**config.mk**
```make
export PLATFORM = sky130hd
export DESIGN_NAME = dmem_arbiter
export DESIGN_NICKNAME = d
export VERILOG_FILES = /design/src/rtl/dmem_arb_pkg.sv /design/src/rtl/rr_arbiter2.sv /design/src/rtl/dmem_arbiter.sv
export SDC_FILE = /design/constraint.sdc
export NUM_CORES = 1
export LEC_CHECK = 0
export CAP_MARGIN = 20
export CORE_ASPECT_RATIO = 0.8
export CORE_MARGIN = 1.5
export CORE_UTILIZATION = 30
export CTS_CLUSTER_DIAMETER = 80
export CTS_CLUSTER_SIZE = 14
export DETAILED_ROUTE_END_ITERATION = 10
export GPL_TIMING_DRIVEN = 1
export PLACE_DENSITY = 0.82
export SYNTH_ARGS = -nofsm -noshare
export SYNTH_HDL_FRONTEND = slang
export SYNTH_SLANG_ARGS = --single-unit
```
**constraint.sdc**
```tcl
create_clock -name clk -period 2 [get_ports clk]
set_input_delay 0.2 -clock clk [delete_from_list [all_inputs] [get_ports clk]]
set_output_delay 0.2 -clock clk [all_outputs]
set_load 0.02 [all_outputs]
```
**src/rtl/dmem_arb_pkg.sv**
```systemverilog
// Shared constants and state encoding for the data-memory arbiter.
package dmem_arb_pkg;

  localparam int unsigned NUM_PORTS  = 2;
  localparam int unsigned DEPTH_DEF  = 1024;
  localparam int unsigned DATA_W_DEF = 32;
  localparam int unsigned ADDR_W_DEF = 32;
  localparam int unsigned PORT_MEM   = 0;
  localparam int unsigned PORT_DBG   = 1;

  typedef enum logic [0:0] {
    CLEAR = 1'b0,
    IDLE  = 1'b1
  } state_e;

endpackage

```
**src/rtl/rr_arbiter2.sv**
```systemverilog
// Two-requester round-robin arbiter; pointer advances only on an accepted grant.
module rr_arbiter2
  import dmem_arb_pkg::*;
(
  input  logic                 clk,
  input  logic                 rst_n,
  input  logic [NUM_PORTS-1:0] req,
  input  logic                 accept,
  output logic [NUM_PORTS-1:0] grant
);

  // 1 when the debug port held the most recent grant
  logic last;

  always_comb begin
    grant = 2'b00;
    case (req)
      2'b01:   grant = 2'b01;
      2'b10:   grant = 2'b10;
      2'b11:   grant = last ? 2'b01 : 2'b10;
      default: grant = 2'b00;
    endcase
  end

  always_ff @(posedge clk or negedge rst_n) begin
    if (!rst_n) begin
      last <= 1'b1;
    end else if (accept) begin
      last <= grant[PORT_DBG];
    end
  end

endmodule

```
**src/rtl/dmem_arbiter.sv**
```systemverilog
// Round-robin front end for the single-port data memory, with a post-reset
// zero-fill sweep before any request is accepted.
module dmem_arbiter
  import dmem_arb_pkg::*;
#(
  parameter int unsigned DATA_W     = DATA_W_DEF,
  parameter int unsigned ADDR_W     = ADDR_W_DEF,
  parameter int unsigned DEPTH      = DEPTH_DEF,
  parameter bit          INIT_CLEAR = 1'b1,
  localparam int unsigned MA_W      = $clog2(DEPTH)
) (
  input  logic                 clk,
  input  logic                 rst_n,
  input  logic [NUM_PORTS-1:0] req_valid,
  output logic [NUM_PORTS-1:0] req_ready,
  input  logic [NUM_PORTS-1:0] req_we,
  input  logic [ADDR_W-1:0]    req_addr0,
  input  logic [ADDR_W-1:0]    req_addr1,
  input  logic [DATA_W-1:0]    req_wdata0,
  input  logic [DATA_W-1:0]    req_wdata1,
  output logic [NUM_PORTS-1:0] rsp_valid,
  output logic [DATA_W-1:0]    rsp_rdata,
  output logic                 rsp_err,
  output logic                 mem_we,
  output logic [MA_W-1:0]      mem_addr,
  output logic [DATA_W-1:0]    mem_wdata,
  input  logic [DATA_W-1:0]    mem_rdata,
  output logic                 init_done
);

  localparam logic [0:0]        ST_CLEAR  = CLEAR;
  localparam logic [0:0]        ST_IDLE   = IDLE;
  localparam logic [MA_W-1:0]   LAST_WORD = MA_W'(DEPTH - 1);
  localparam logic [ADDR_W-1:0] DEPTH_A   = ADDR_W'(DEPTH);

  logic [0:0]           state, state_next;
  logic [MA_W-1:0]      clr_cnt, clr_next;
  logic [NUM_PORTS-1:0] grant;
  logic                 idle, accept, sel, sel_we, in_range;
  logic [ADDR_W-1:0]    sel_addr;
  logic [DATA_W-1:0]    sel_wdata;

  assign idle = (state == ST_IDLE);

  rr_arbiter2 u_arb (
    .clk    (clk),
    .rst_n  (rst_n),
    .req    (req_valid & {NUM_PORTS{idle}}),
    .accept (accept),
    .grant  (grant)
  );

  assign accept    = |grant;
  assign req_ready = grant;

  // Steer the granted port onto the memory side
  assign sel       = grant[PORT_DBG];
  assign sel_addr  = sel ? req_addr1  : req_addr0;
  assign sel_wdata = sel ? req_wdata1 : req_wdata0;
  assign sel_we    = req_we[sel];
  assign in_range  = (sel_addr < DEPTH_A);

  always_comb begin
    state_next = state;
    clr_next   = clr_cnt;
    mem_we     = 1'b0;
    mem_addr   = sel_addr[MA_W-1:0];
    mem_wdata  = sel_wdata;
    case (state)
      ST_CLEAR: begin
        // Sweep writes are held off while reset is asserted
        mem_we    = rst_n;
        mem_addr  = clr_cnt;
        mem_wdata = '0;
        clr_next  = clr_cnt + MA_W'(1);
        if (clr_cnt == LAST_WORD) begin
          state_next = ST_IDLE;
          clr_next   = '0;
        end
      end
      default: begin
        mem_we = accept & sel_we & in_range;
      end
    endcase
  end

  always_ff @(posedge clk or negedge rst_n) begin
    if (!rst_n) begin
      state     <= INIT_CLEAR ? ST_CLEAR : ST_IDLE;
      clr_cnt   <= '0;
      init_done <= 1'b0;
    end else begin
      state     <= state_next;
      clr_cnt   <= clr_next;
      init_done <= (state_next == ST_IDLE);
    end
  end

  // Response register: one-cycle pulse back to the accepted port
  always_ff @(posedge clk or negedge rst_n) begin
    if (!rst_n) begin
      rsp_valid <= '0;
      rsp_rdata <= '0;
      rsp_err   <= 1'b0;
    end else begin
      rsp_valid <= grant;
      rsp_rdata <= (accept && !sel_we && in_range) ? mem_rdata : '0;
      rsp_err   <= accept && !in_range;
    end
  end

endmodule
```
## Word-level counts from Yosys, hierarchy flattened

Index checks and enable logic that the tools add are counted.

| cells by class | value |
|---|---|
| $add $sub $neg | 1 |
| multiply operators | 0 |
| divide/modulo/power cells | 0 |
| order comparisons | 2 |
| eq/ne operators | 4 |
| shifts and indexed selects | 0 |
| multiplexer cells | 13 |
| bitwise logic cells | 3 |
| reductions and logical operators | 6 |

Operators by type and width:

| kind | count |
|---|---|
| $mux W32 | 4 |
| $lt A32 B11 Y1 const B | 1 |
| $mux W10 | 2 |
| $add A10 B1 Y10 const B | 1 |
| $eq A10 B10 Y1 const B | 1 |
| $pmux W2 S3 | 1 |
| $mux W1 | 5 |
| $eq A2 B2 Y1 const B | 2 |
| $logic_and A1 B1 Y1 | 3 |
| $and A1 B1 Y1 | 2 |
| $and A2 B2 Y2 | 1 |
| $eq A2 B1 Y1 const B | 1 |
| $logic_not A1 Y1 | 2 |
| $lt A1 B2 Y1 const B | 1 |
| $mux W2 | 1 |
| $reduce_or A2 Y1 | 1 |

| word-level totals | value |
|---|---|
| register bits | 47 |
| latch bits | 0 |
| memory bits (writable) | 0 |
| bits in read-only memories | 0 |
| input port bits | 166 |
| output and inout bits | 81 |
| word-level logic and storage cells | 35 |
| memories | 0 |

## Logic depth before layout (Yosys ltp)

Gate-level depths: netlist of run 1.

| depth | value |
|---|---|
| depth after elaboration | 9 |
| gate-level depth with buffers | 6 |
| gate-level depth less buffers | 5 |

## By module

Synthesis of run 1 repeated with hierarchy kept, for this count alone.

| second synthesis, totals | value |
|---|---|
| cell total of the unflattened synthesis | 259 |
| area total of the unflattened synthesis | 2631.3 µm² |

By module, submodules not included:

| module | instances | cells an instance | area each (µm²) | sequential area each (µm²) |
|---|---|---|---|---|
| dmem_arbiter | 1 | 254 | 2567.5 | 1151.1 |
| rr_arbiter2 | 1 | 5 | 63.8 | 26.3 |

## Least setup slack after synthesis of run 1

No wires, ideal clock.

| timing path | value |
|---|---|
| kind | input to output |
| start | in req_addr0[13] |
| end | out mem_we |
| arrival | 1908 ps |
| data required time | 1800 ps |
| path slack | -108 ps |
| cell stages on the path | 4 |
| buffers on the path | 0 |
| path through | or4_1 > a311o_1 > o22a_1 > o32ai_1 |

| on the way | value |
|---|---|
| longest elaborated chain between the ends | 4 |

RTL lines:

| what | RTL line | text |
|---|---|---|
| start, declared | dmem_arbiter.sv:17 | `input logic [ADDR_W-1:0] req_addr0,` |
| $mux W32 | dmem_arbiter.sv:58 | `assign sel_addr = sel ? req_addr1 : req_addr0;` |
| $lt A32 B11 Y1 | dmem_arbiter.sv:61 | `assign in_range = (sel_addr < DEPTH_A);` |
| $and A1 B1 Y1 | dmem_arbiter.sv:82 | `mem_we = accept & sel_we & in_range;` |
| $mux W1 | dmem_arbiter.sv:69 | `case (state)` |
| end, declared | dmem_arbiter.sv:24 | `output logic mem_we,` |

No other way between the ends.

## Worst setup path in the final report of run 1

| timing path | value |
|---|---|
| start | in req_addr0[12] |
| end | out mem_we |

The elaborated chain is that of the path after synthesis.

==> impl_results.rst, run 1 <==
.. list-table::
   :header-rows: 1

   * - Metric
     - Value
   * - Result of the run
     - finished with violations
   * - Violations in the final reports
     - negative setup slack
   * - Top-area cell type share of the netlist area
     - 0.449
   * - F_max
     - roughly 480 MHz
   * - Synthesized netlist cell count
     - 299
   * - Number of cells traversed by the worst register-to-register path
     - 6
   * - Core Footprint
     - 8130 sq um
   * - Total detailed-routing wirelength
     - around 11000 um
   * - Worst-Skew Late Latency
     - about 0.30 ns
   * - Number of warnings issued by yosys
     - 0
   * - Endpoint required time on the critical path
     - between 1.5 and 2 ns
   * - R2r endpoint
     - rsp_rdata[11]
   * - Number of global-route vias before repair
     - 3240
   * - Crit-path slowest cell
     - sky130_fd_sc_hd__or4_1
   * - Synthesized flop and latch total
     - 47
   * - Initial cell density of the core
     - 0.316
   * - Post-layout minimum cycle time
     - ~2.1 ns
   * - Max IR drop VDD
     - slightly below 0.3 mV
   * - Number of port buffers
     - 246
   * - Post-synthesis area per instance
     - 8.58 sq um
   * - Critical Path End Type
     - output pin
   * - Standard cell area after detailed placement
     - around 5300 sq um
   * - Height of the die
     - 85.7 um
   * - Max-cap check violation count
     - 0
   * - Post-Place Cells
     - 656
   * - Worst Tran Pin Value
     - 0.587 ns
   * - Cell area after synthesis
     - between 2000 and 3000 sq um
   * - DRC violation total after the first TritonRoute iteration
     - 123
   * - Clock Root Buffer
     - sky130_fd_sc_hd__clkbuf_8
   * - Post-detailed-route count of antenna-violating nets
     - 0
   * - Number of design rule violations left after detail routing
     - 0
   * - # setup viols final
     - 1
   * - Worst-case setup margin in the final layout
     - -0.0878 ns
   * - Total global-route track usage
     - 0.232
   * - Origin of the worst setup path
     - req_addr0[12]
   * - Horizontal die dimension
     - roughly 110 um
   * - Wire length of the first global-routing pass
     - 16500 um
   * - Finished Cell Area
     - ~5400 sq um
   * - Peak per-stage delay on the critical path
     - between 0.4 and 0.5 ns
   * - Number of nets in the layout
     - 734
   * - Count of clock tree sinks
     - 47
   * - Detailed placer's ending HPWL
     - between 8000 and 9000 um
   * - Cell-by-cell trace of the critical path
     - dlygate4sd2_1, or4_1, a311o_1, o22a_1, o32ai_2, buf_4
   * - Number of vias per cell after detailed routing
     - about 4.9
   * - Clock-pin transition on the worst setup and hold timing paths
     - approximately 0.090 ns
   * - Commonest cells after routing, fill and taps aside
     - sky130_fd_sc_hd__clkdlybuf4s50_1 (191), sky130_fd_sc_hd__nand2_1 (79), sky130_fd_sc_hd__dfrtp_1 (45), sky130_fd_sc_hd__nand3_1 (34)
   * - Utilization after layout
     - 0.666
   * - Final-report max-slew violation count
     - 0
   * - Global-route congestion overflow total
     - 0
   * - Worst setup path endpoint
     - mem_we
   * - Power Density
     - around 360 nW/um^2
   * - Pin count of the biggest net entering global routing
     - between 40 and 50
   * - Final period util
     - 1.04
   * - TritonCTS clock tree
     - built
   * - Number of antenna diodes
     - 0
   * - Setup repair after global routing missed its margin
     - yes
   * - # fillers
     - between 600 and 700
   * - Worst-case clock buffer depth
     - 2
   * - WP data arrival
     - between 1.5 and 2 ns
   * - Ports placed on the boundary
     - approximately 250
   * - Max Fanout on Critical Path
     - 2
   * - Register-to-register setup slack
     - 0.21 ns
   * - Lkg Pwr
     - 2.51 nW
   * - Average wire per standard cell
     - 16.6 um
   * - Startpoint-to-endpoint class of the critical path
     - in -> out
   * - Standard-cell row count
     - 29
   * - Max-slew headroom at the worst pin
     - 0.608
   * - Yosys top cell by area
     - sky130_fd_sc_hd__dfrtp_1
   * - Final non-filler cell total
     - 676
   * - DIE AREA
     - slightly above 9000 sq um
   * - Fraction of final layout cells with drive strength greater than 1
     - 0.194
   * - Setup WS pre-CTS
     - -0.818 ns
   * - Class of the tightest hold or removal check
     - in -> async
   * - Most common cell after layout, fill and taps aside
     - sky130_fd_sc_hd__clkdlybuf4s50_1
   * - Area grow syn2layout
     - 111%
   * - Cts-stage hold buffer count
     - 0
   * - Total via count in the routed design
     - roughly 3.3k
   * - Number of clock buffers inserted by TritonCTS
     - 5
   * - Worst-case clock skew
     - 0.00839 ns
   * - Type of element launching the critical path
     - input port
   * - Pre-Repair DR Iteration Count
     - 5
   * - Synth top area cells
     - sky130_fd_sc_hd__dfrtp_1 (45%), sky130_fd_sc_hd__nand2_1 (12%), sky130_fd_sc_hd__and4_1 (11%)
   * - Startpoint of the worst-slack reg-to-reg timing path
     - idle
   * - Final GP Congestion
     - ~0.90
   * - Share of synthesized area occupied by flip-flops and latches
     - 0.459
   * - Final hold violation count
     - 0
   * - Synthesized Nets
     - 466
   * - Antenna violations before repair
     - 0
   * - Synth cell types
     - 31
   * - Number of H-tree branching levels
     - 2
## layout make-up
| type | instances | area, sq um | share of cell area |
|---|---|---|---|
| timing repair buffer | 285 | 2650 | 0.490 |
| multi-input combinational | 222 | 1320 | 0.244 |
| sequential | 47 | 1180 | 0.218 |
| tap | 108 | 135 | 0.0250 |
| clock buffer | 6 | 82.6 | 0.0152 |
| inverter | 6 | 28.8 | 0.00531 |
| clock inverter | 2 | 16.3 | 0.00300 |
## per-layer routing
layer  global-route usage  vias to the layer above  share of wire
met5                    0                        -              0
met4               0.0491                        0          0.011
met3               0.0714                       14          0.078
met2                0.408                      156           0.51
met1                0.280                     1510           0.41
li1                     -                     1600              -
## critical path, delay by kind of cell
kind / cells / cell delay [ns]
AOI/OAI and AO/OA: 3 / 0.77
and+or+nand+nor: 1 / 0.49
buffers and inverters: 2 / 0.41
## sequential cells by signal, summed over array words and instances, names as in the netlist
register	count
rsp_rdata	32
idle	1
u_arb.last	1
rsp_err	1
clr_cnt	10
rsp_valid	2
## cells by family (layout without fill, tap and decap cells)
family                   count (synthesis)  in the layout  share of synthesized area
multiplexers                             1              1                    0.00390
adder cells (fa/ha/maj)                  1              1                    0.00488
flip-flops                              47             47                      0.459
AND/OR/NAND/NOR                        190            190                      0.384
AO/OA/AOI/OAI                           23             23                     0.0717
buffers and inverters                   30            299                     0.0527
XOR/XNOR                                 7              7                     0.0239
## worst min-delay path by stage
stage           from             to  slack (ns)
2_1_floorplan  rst_n     clr_cnt[0]        -0.1
3_3_place_gp   rst_n   rsp_rdata[0]        0.34
3_5_place_dp   rst_n  rsp_rdata[14]        0.35
4_1_cts        rst_n   rsp_rdata[0]        0.02
5_1_grt        rst_n  rsp_rdata[14]        0.06
6_report       rst_n   rsp_rdata[9]       0.002
## Yosys cell counts, drive strengths merged
| master | n |
|---|---|
| nand2 | 81 |
| o22ai | 1 |
| buf | 11 |
| and4 | 33 |
| inv | 6 |
| a21oi | 2 |
| o22a | 1 |
| o21ai | 3 |
| ha | 1 |
| mux2i | 1 |
| a221o | 5 |
| or4 | 2 |
| nor2b | 1 |
| a31oi | 6 |
| a311o | 1 |
| xnor2 | 6 |
| o31ai | 2 |
| nor2 | 19 |
| nand3 | 35 |
| and3 | 4 |
| nor4 | 9 |
| dfrtp | 46 |
| o32ai | 1 |
| o41ai | 1 |
| nand4b | 2 |
| clkbuf | 13 |
| dfstp | 1 |
| xor2 | 1 |
| nand4 | 4 |
## what timing repair did
action,in CTS,in global routing
resized for setup,145,65
setup endpoints to repair,45,43
pin swaps,7,7
gates cloned,0,2
buffers inserted,3,7
## stage by stage
step	hold slack, ns	total power [mW]	TNS [ns]
2_1_floorplan	-0.0956	0.988	0
5_1_grt	0.0613	2.01	-0.589
6_report	0.00185	1.93	-0.0878
3_5_place_dp	0.348	1.34	-26.90
4_1_cts	0.0162	1.95	-0.125
3_3_place_gp	0.340	1.34	-25.79
## power by group
group / switching [mW] / internal, mW / leakage, nW / total [mW]
Clock: 0.323 / 0.282 / 0.0474 / 0.605
Sequential: 0 / 0.949 / 0.637 / 0.949
Combinational: 0.0878 / 0.286 / 1.83 / 0.374
Total: 0.411 / 1.52 / 2.51 / 1.93
Note: power is estimated with default switching activity, not from simulation.
==> run 2: changes to the inputs <==
--- a/config.mk
+++ b/config.mk
@@ -14,6 +14,7 @@
 export DETAILED_ROUTE_END_ITERATION = 10
 export GPL_TIMING_DRIVEN = 1
 export PLACE_DENSITY = 0.82
+export SETUP_SLACK_MARGIN = 0.1
 export SYNTH_ARGS = -nofsm -noshare
 export SYNTH_HDL_FRONTEND = slang
 export SYNTH_SLANG_ARGS = --single-unit
==> impl_results.rst, run 2 (synthesized netlist as in run 1, its figures left out) <==
.. list-table::
   :header-rows: 1

   * - Metric
     - Value
   * - Result of the run
     - finished with violations
   * - Violations in the final reports
     - negative setup slack
   * - Antenna violations before repair
     - 0
   * - Commonest cells after routing, fill and taps aside
     - sky130_fd_sc_hd__clkdlybuf4s50_1 (189), sky130_fd_sc_hd__buf_6 (63), sky130_fd_sc_hd__nand2_2 (46), sky130_fd_sc_hd__dfrtp_1 (45), sky130_fd_sc_hd__and4_1 (33)
   * - Setup repair after global routing missed its margin
     - yes
   * - Finished Cell Area
     - between 6000 and 7000 sq um
   * - Number of global-route vias before repair
     - between 3k and 4k
   * - Worst-case setup margin in the final layout
     - -0.102 ns
   * - Max Fanout on Critical Path
     - 2
   * - Worst-case clock buffer depth
     - 2
   * - Clock Root Buffer
     - sky130_fd_sc_hd__clkbuf_8
   * - Number of vias per cell after detailed routing
     - 5.23
   * - Setup WS pre-CTS
     - -0.818 ns
   * - WP data arrival
     - about 1.9 ns
   * - Horizontal die dimension
     - 106 um
   * - Total area of multi-input combinational cells
     - about 1700 sq um
   * - Clock-pin transition on the worst setup and hold timing paths
     - around 0.09 ns
   * - # fillers
     - 498
   * - Final period util
     - 1.05
   * - Kind of cell adding the most delay to the critical path
     - compound AO/OA/AOI/OAI gates
   * - Register with the most flip-flops
     - rsp_rdata
   * - Largest register FFs
     - 32
   * - Sequential cell area in the final layout
     - roughly 1200 sq um
   * - Pre-Repair DR Iteration Count
     - 4
   * - Global-route congestion overflow total
     - 0
   * - Utilization after layout
     - 0.779
   * - Max IR drop VDD
     - between 0.3 and 0.4 mV
   * - Lkg Pwr
     - around 2.8 nW
   * - DIE AREA
     - slightly above 9000 sq um
   * - Final hold violation count
     - 0
   * - Total via count in the routed design
     - 3609
   * - Height of the die
     - around 86 um
   * - Worst-Skew Late Latency
     - 0.29 ns
   * - Number of H-tree branching levels
     - 2
   * - Endpoint required time on the critical path
     - between 1.5 and 2 ns
   * - Total detailed-routing wirelength
     - 13500 um
   * - # setup viols final
     - 8
   * - Fraction of final layout cells with drive strength greater than 1
     - 0.359
   * - F_max
     - about 480 MHz
   * - Cell-by-cell trace of the critical path
     - clkdlybuf4s15_1, or4_1, a311o_1, o22a_1, o32ai_4, buf_6
   * - Number of design rule violations left after detail routing
     - 0
   * - Overall power of the completed layout
     - a little over 2 mW
   * - Count of clock tree sinks
     - between 40 and 50
   * - Final non-filler cell total
     - slightly below 700
   * - Pin count of the biggest net entering global routing
     - 48
   * - Max-slew headroom at the worst pin
     - 0.610
   * - Number of clock buffers inserted by TritonCTS
     - 5
   * - Cts-stage hold buffer count
     - 0
   * - Standard-cell row count
     - 29
   * - Area grow syn2layout
     - 147%
   * - Final GP Congestion
     - a little under 0.8
   * - Standard cell area after detailed placement
     - 5350 sq um
   * - Worst-case clock skew
     - 0.0125 ns
   * - Total global-route track usage
     - 0.229
   * - Detailed placer's ending HPWL
     - approximately 8300 um
   * - Wire length of the first global-routing pass
     - about 17000 um
   * - Average wire per standard cell
     - between 15 and 20 um
   * - Type of element launching the critical path
     - input port
   * - Peak per-stage delay on the critical path
     - roughly 0.52 ns
   * - Most common cell after layout, fill and taps aside
     - sky130_fd_sc_hd__clkdlybuf4s50_1
   * - Worst Tran Pin Value
     - roughly 0.59 ns
   * - Ports placed on the boundary
     - approximately 250
   * - TritonCTS clock tree
     - built
   * - Post-detailed-route count of antenna-violating nets
     - 0
   * - WP buf/inv
     - 2
   * - Power Density
     - ~320 nW/um^2
   * - Crit-path slowest cell
     - sky130_fd_sc_hd__or4_1
   * - Post-layout minimum cycle time
     - approximately 2.1 ns
   * - DRC violation total after the first TritonRoute iteration
     - between 100 and 150
   * - Number of antenna diodes
     - 0
   * - Critical Path End Type
     - output pin
   * - Initial cell density of the core
     - 0.316
   * - Max-cap check violation count
     - 0
   * - Number of port buffers
     - around 250
   * - Core Footprint
     - around 8000 sq um
   * - Number of nets in the layout
     - 748
   * - Startpoint-to-endpoint class of the critical path
     - in -> out
   * - Biggest regs
     - rsp_rdata (32), clr_cnt (10), rsp_valid (2)
   * - Class of the tightest hold or removal check
     - in -> async
   * - Post-Place Cells
     - about 660
   * - Final-report max-slew violation count
     - 0
-- run 2: changes by cell type in the layout (fill, tap and decap cells not counted), sizes merged --
cell,change
buf,+20
bufinv,+1
clkbuf,-8
clkdlybuf4s15,+3
clkdlybuf4s50,-2
clkinv,-1
dlygate4sd2,+1
dlymetal6s2s,-1
inv,+1
-- run 2: final cells by class --
cell class,instances,share of cell area
clock buffers,5,0.0109
clock inverters,3,0.00731
inverters,6,0.00533
multi-input cells,222,0.276
flip-flops and latches,47,0.186
well taps,108,0.0213
repair buffers,299,0.493
-- run 2: per-stage QoR --
step | hold WS (ns) | setup TNS [ns]
2_1_floorplan | -0.0956 | 0
3_3_place_gp | 0.339 | -26.35
5_1_grt | 0.0467 | -1.78
3_5_place_dp | 0.349 | -27.44
4_1_cts | 0.0201 | -0.124
6_report | 0.00260 | -0.364
-- run 2: worst paths after layout --
check	from	end	slack, ns	depth (start not counted)
max in group asynchronous	rst_n	idle	1.57	2
min in group clk	req_valid[0]	u_arb.last	0.40	3
hold reg to reg	clr_cnt[9]	clr_cnt[9]	0.51	1
setup reg to reg	u_arb.last	rsp_rdata[13]	0.19	6
setup / recovery	req_addr0[17]	mem_we	-0.10	6
hold / removal	rst_n	rsp_rdata[20]	0.003	2
-- run 2: power by group --
| group | internal, mW | switching [mW] | total, mW | leakage (nW) |
|---|---|---|---|---|
| Sequential | 0.949 | 0 | 0.949 | 0.637 |
| Combinational | 0.292 | 0.112 | 0.404 | 2.08 |
| Clock | 0.377 | 0.327 | 0.703 | 0.0548 |
| Total | 1.62 | 0.439 | 2.06 | 2.77 |
-- run 2: layer usage --
layer / share of wire / vias to the layer above / track usage / routed length, um
li1: - / 1635 / - / -
met1: 0.37 / 1714 / 0.273 / 4920
met5: 0 / - / 0 / 0
met3: 0.072 / 48 / 0.0524 / 965
met2: 0.51 / 212 / 0.418 / 6840
met4: 0.055 / 0 / 0.0602 / 737
-- run 2: timing repair --
| action | CTS | global route |
|---|---|---|
| gates cloned | 0 | 7 |
| endpoints found under the hold margin | 0 | 0 |
| endpoints found under the setup margin | 78 | 76 |
| resized for setup | 247 | 185 |
| setup buffers | 8 | 13 |
| pin swaps | 16 | 61 |
==> patch 1, RTL diff (settings of run 1) <==
Change the package constant `NUM_PORTS` from 2 to 4.
--- a/src/rtl/dmem_arb_pkg.sv
+++ b/src/rtl/dmem_arb_pkg.sv
@@ -2,5 +2,5 @@
 package dmem_arb_pkg;
 
-  localparam int unsigned NUM_PORTS  = 2;
+  localparam int unsigned NUM_PORTS  = 4;
   localparam int unsigned DEPTH_DEF  = 1024;
   localparam int unsigned DATA_W_DEF = 32;
Interface: changed (resized req_ready, req_valid, req_we and rsp_valid); port bits go from 247 to 255. The function was not compared with the original's and may differ.
==> patch 1 against run 1 <==
The run still ends with negative setup slack left. Final area rose by 4.2%. Combinational power rose by 12%. Routed wire length barely moved. Critical path depth did not move. Global-route usage fell by 3.1 points. Sequential cell count did not move. Clock power rose by 35%. Total power rose by 13%. First-iteration DRC count rose by 46%. Sequential share of layout area fell by 0.88 points. Sequential power barely moved. Setup slack improved by 58 ps. Area after synthesis rose by 8.7%. Register-to-register slack got worse by 110 ps. Largest cell class unchanged. Highest routed layer unchanged.
==> patch 1: results (changes against run 1) <==
Clock tree
  • CTS resizes: 190 (was 145)
  • Clock Latency Late Sink: 280 ps (was 300 ps)
  • Root buf cell: clkbuf_16 (was clkbuf_8)
  • Worst-path clk slew: 70 ps (was 90 ps)

STA
  • Clock Skew: 10.5 ps (was 8.39 ps)
  • Count of final setup violators: 1 (unchanged)
  • Setup ws final: -29.9 ps (was -87.8 ps)
  • Least-Margin Pin Slew: 587 ps (about the same)

Logic synthesis
  • Sequential share of the synthesized area: 42.2% (was 45.9%)
  • Top cells by count, synth: 125 x nand2_1, 46 x dfrtp_1, 32 x a21boi_0, 20 x nor3_2 (was 81 x nand2_1, 46 x dfrtp_1, 35 x nand3_1, 33 x and4_1, 19 x nor2_1)
  • Cell count after synthesis: 343 (was 299)
  • Ranking of synthesized cells by area: dfrtp_1 41%, nand2_1 17%, a21boi_0 8.6% (was dfrtp_1 45%, nand2_1 12%, and4_1 11%)

Placed design
  • DP HPWL: 8570 um (was 8610 um)
  • Pre-CTS setup slack: -519 ps (was -818 ps)
  • Dpl cells: 697 (was 656)
  • I/O Buffers: 248 (was 246)

Global routing
  • Vias in the first global route: 3031 (was 3240)
  • Global-route usage over all layers: 20.1% (was 23.2%)
  • Global-route wire length before repair: 16000 um (was 16500 um)
  • Largest net degree at the start of global routing: 63 (was 48)

Layout
  • Ratio of cells with drive above 1 in the final layout: 22.7% (was 19.4%)
  • Nets: 765 (was 734)
  • Fillers: 775 (was 687)

Power
  • Peak supply drop: 313 uV (was 294 uV)

Run status
  • Status: finished, violations left (unchanged)
  • Violated checks: negative setup slack (unchanged)
-- patch 1: per-layer routing --
metal	part of all wire (%)	wire length, um	global-route usage (%)
met1	42	4760	25.2
met2	51	5680	36.4
met3	5.8	650	4.34
met4	1.1	122	3.96
met5	0	0	0
-- patch 1: power by group --
part           internal, mW  switching, mW
Combinational         0.302          0.115
Sequential            0.950              0
Clock                 0.463          0.355
-- patch 1: cell families (layout without fill, tap and decap cells) --
family / count (synthesis) / after routing / share of synthesized area, %
AND/OR/NAND/NOR: 200 / 200 / 36.0
AO/OA/AOI/OAI: 53 / 53 / 13.1
flip-flops: 47 / 47 / 42.2
buffers and inverters: 33 / 282 / 5.48
XOR/XNOR: 7 / 7 / 2.20
adder cells (fa/ha/maj): 1 / 1 / 0.449
other: 1 / 5 / 0.135
multiplexers: 1 / 1 / 0.404
-- patch 1: final timing paths --
| check | from | end | slack [ps] | cells after the start |
|---|---|---|---|---|
| setup reg to reg | idle | rsp_rdata[23] | 100 | 8 |
| hold reg to reg | clr_cnt[8] | clr_cnt[8] | 500 | 1 |
| min in group clk | mem_rdata[24] | rsp_rdata[24] | 440 | 3 |
| hold / removal | rst_n | rsp_rdata[1] | 40 | 2 |
| max in group asynchronous | rst_n | idle | 1540 | 2 |
| setup / recovery | req_addr1[24] | mem_we | -30 | 6 |
-- patch 1: final cells by class --
cell class                      count  area (sq um)  area share, %
Clock inverter                      3          18.8          0.333
Tap cell                          115           144           2.55
Multi-Input combinational cell    266          1620           28.7
Clock buffer                        5           125           2.22
Inverter                            6          27.5          0.488
Timing Repair Buffer              268          2530           44.8
Sequential cell                    47          1180           20.9
Antenna cell                        1          2.50         0.0443
-- patch 1: worst max-delay path, stage by stage --
cell and delay (ps):
clkdlybuf4s50_1 390, or4_1 590, nor4_4 220, a21oi_4 100, o22ai_4 180, buf_6 150
==> patch 2, RTL diff (settings of run 1) <==
Made on the original files. Make the reset (`rst_n`) synchronous in 3 clocked blocks.
--- a/src/rtl/rr_arbiter2.sv
+++ b/src/rtl/rr_arbiter2.sv
@@ -23,5 +23,5 @@
   end
 
-  always_ff @(posedge clk or negedge rst_n) begin
+  always_ff @(posedge clk) begin
     if (!rst_n) begin
       last <= 1'b1;
--- a/src/rtl/dmem_arbiter.sv
+++ b/src/rtl/dmem_arbiter.sv
@@ -85,5 +85,5 @@
   end
 
-  always_ff @(posedge clk or negedge rst_n) begin
+  always_ff @(posedge clk) begin
     if (!rst_n) begin
       state     <= INIT_CLEAR ? ST_CLEAR : ST_IDLE;
@@ -98,5 +98,5 @@
 
   // Response register: one-cycle pulse back to the accepted port
-  always_ff @(posedge clk or negedge rst_n) begin
+  always_ff @(posedge clk) begin
     if (!rst_n) begin
       rsp_valid <= '0;
Formal check against the unedited RTL: differs if rst_n is asserted again (counterexample within 4 cycles, from zero or initial values and one cycle with rst_n low); with rst_n held inactive, the same outputs for 10 cycles.
==> patch 2 against run 1 <==
The run still ends with negative setup slack left. Routed wire length down 7.5%. Combinational power up 10%. Area after synthesis down 2.5%. Utilization down 1.5 points. Final area down 3.6%. Die area down 2.5%. Total power up 7.0%. Sequential cell count unchanged. Cell count down 0.44%. Worst hold slack better by 460 ps. Setup slack better by 31 ps.
==> patch 2: results (changes against run 1) <==
Run status
  • Status: finished, violations left (unchanged)
  • Violated checks: negative setup slack (unchanged)

Global routing
  • Global-route usage over all layers: 22.8% (was 23.2%)
  • Global-route wire length before repair: 16300 um (was 16500 um)
  • Largest net degree at the start of global routing: 41 (was 48)

Setup path
  • Data arrival, critical path: 1860 ps (was 1890 ps)
  • CP startpoint kind: register (was primary input)
  • Worst path slowest cell: a2111o_1 (was or4_1)
  • Critical Path Fanout Max: 4 (was 2)
  • CP max stage delay: 360 ps (was 490 ps)
  • R2r setup slk: 130 ps (was 210 ps)
  • R2R Path End: rsp_rdata[4] (was rsp_rdata[11])
  • R2R Path Start: u_arb.last (was idle)
  • Family with the most delay on the worst path: compound AO/OA/AOI/OAI gates (unchanged)
  • Reg2reg path depth: 8 (was 6)

Route
  • Vias: 3225 (was 3280)
  • 1st-iter DRT viols: 188 (was 123)
  • Total Wirelength: 10400 um (was 11200 um)
  • Via-to-Cell Ratio: 4.79 (was 4.85)
  • First-pass DRT Iterations: 4 (was 5)

STA
  • Count of final setup violators: 1 (unchanged)
  • Max transition margin: 69.4% (was 60.8%)
  • Setup TNS: -57.2 ps (was -87.8 ps)
  • Maximum clock rate: 0.486 GHz (was 0.479 GHz)
  • Hold WS: 457 ps (was 1.85 ps)
  • Clock Skew: 9.44 ps (was 8.39 ps)
  • Setup ws final: -57.2 ps (was -87.8 ps)

Layout
  • Nets: 731 (was 734)
  • Fillers: 698 (was 687)
  • Ratio of cells with drive above 1 in the final layout: 18.1% (was 19.4%)

Worst hold path
  • Hold/Removal Path Class: in -> reg (was in -> async)
  • Hold Path Depth: 2
  • Hold Crit Endpoint: rsp_rdata[3]
  • Worst Hold Launch: mem_rdata[3]

Logic synthesis
  • Sequential share of the synthesized area: 37.6% (was 45.9%)
  • Post-synth top flop: dfxtp_1 (was dfrtp_1)
  • Syn Nets: 475 (was 466)
  • Ranking of synthesized cells by area: dfxtp_1 38%, nor3b_2 15%, nand2_1 12% (was dfrtp_1 45%, nand2_1 12%, and4_1 11%)
  • Count of cell types in the netlist: 40 (was 31)
  • Ys async rst share: 0% (was 100%)
  • Cell count after synthesis: 308 (was 299)
  • Top cells by count, synth: 81 x nand2_1, 47 x dfxtp_1, 39 x nand3_1, 29 x nor3b_2, 20 x nor2_1 (was 81 x nand2_1, 46 x dfrtp_1, 35 x nand3_1, 33 x and4_1, 19 x nor2_1)

Clock tree
  • Clock Latency Late Sink: 300 ps (about the same)
  • Setup bufs post-CTS: 2 (was 3)
  • CTS resizes: 61 (was 145)

Power
  • LEAKAGE: 2.13 nW (was 2.51 nW)
  • Peak supply drop: 270 uV (was 294 uV)

Placed design
  • Post-place instance area: 5200 sq um (was 5350 sq um)
  • DP HPWL: 8390 um (was 8610 um)
  • Dpl cells: 662 (was 656)
  • Pre-CTS setup slack: -321 ps (was -818 ps)
  • GP Congestion: 0.841 (was 0.901)
==> patch 2: cell types whose count changed after synthesis, moves of 3 or more <==
cell     delta
and4_1     -32
buf_1       -4
buf_12      +3
buf_2       +3
dfrtp_1    -46
dfxtp_1    +47
nand3_1     +4
nor2b_1     +3
nor3b_1     +3
nor3b_2    +29
xnor2_1     -5
xor2_1      +5
==> patch 2: layout make-up <==
type                    count  area (sq um)  area share (%)
clock buffers               5          68.8            1.32
clock inverters             3          46.3           0.887
inverters                   5          18.8           0.360
multi-input cells         234          1420            27.3
flip-flops and latches     47           943            18.1
well taps                 108           135            2.59
repair buffers            271          2580            49.5
==> patch 2: cells by family (layout without fill, tap and decap cells) <==
family | Yosys count | count (layout) | share of synthesized area, %
AND/OR/NAND/NOR | 201 | 201 | 45.7
flip-flops | 47 | 47 | 37.6
buffers and inverters | 27 | 284 | 6.46
AO/OA/AOI/OAI | 25 | 25 | 7.21
XOR/XNOR | 7 | 7 | 2.45
adder cells (fa/ha/maj) | 1 | 1 | 0.500
==> patch 2: how the worst max path moves through the flow <==
stage / endpoint / slack [ps] / cells after the start
final: mem_we / -60 / 7
after global routing: mem_we / -150 / 7
after CTS: mem_we / -150 / 7
after detailed placement: mem_wdata[7] / -320 / 9
after global placement: mem_addr[4] / -270 / 8
after floorplan: mem_we / 10 / 6
==> patch 2: power by group <==
group          internal [mW]  leakage (nW)  switching, mW
Combinational          0.324          1.69         0.0881
Sequential             0.940         0.379        0.00464
Clock                  0.377        0.0548          0.329
Total                   1.64          2.13          0.422
==> patch 2: metal layers <==
layer,routed length (um),share of wire (%),up-vias,GRT usage (%)
met3,684,6.6,20,5.12
met5,0,0,-,0
li1,-,-,1577,-
met2,5480,53,135,43.1
met1,3940,38,1493,25.2
met4,257,2.5,0,7.60
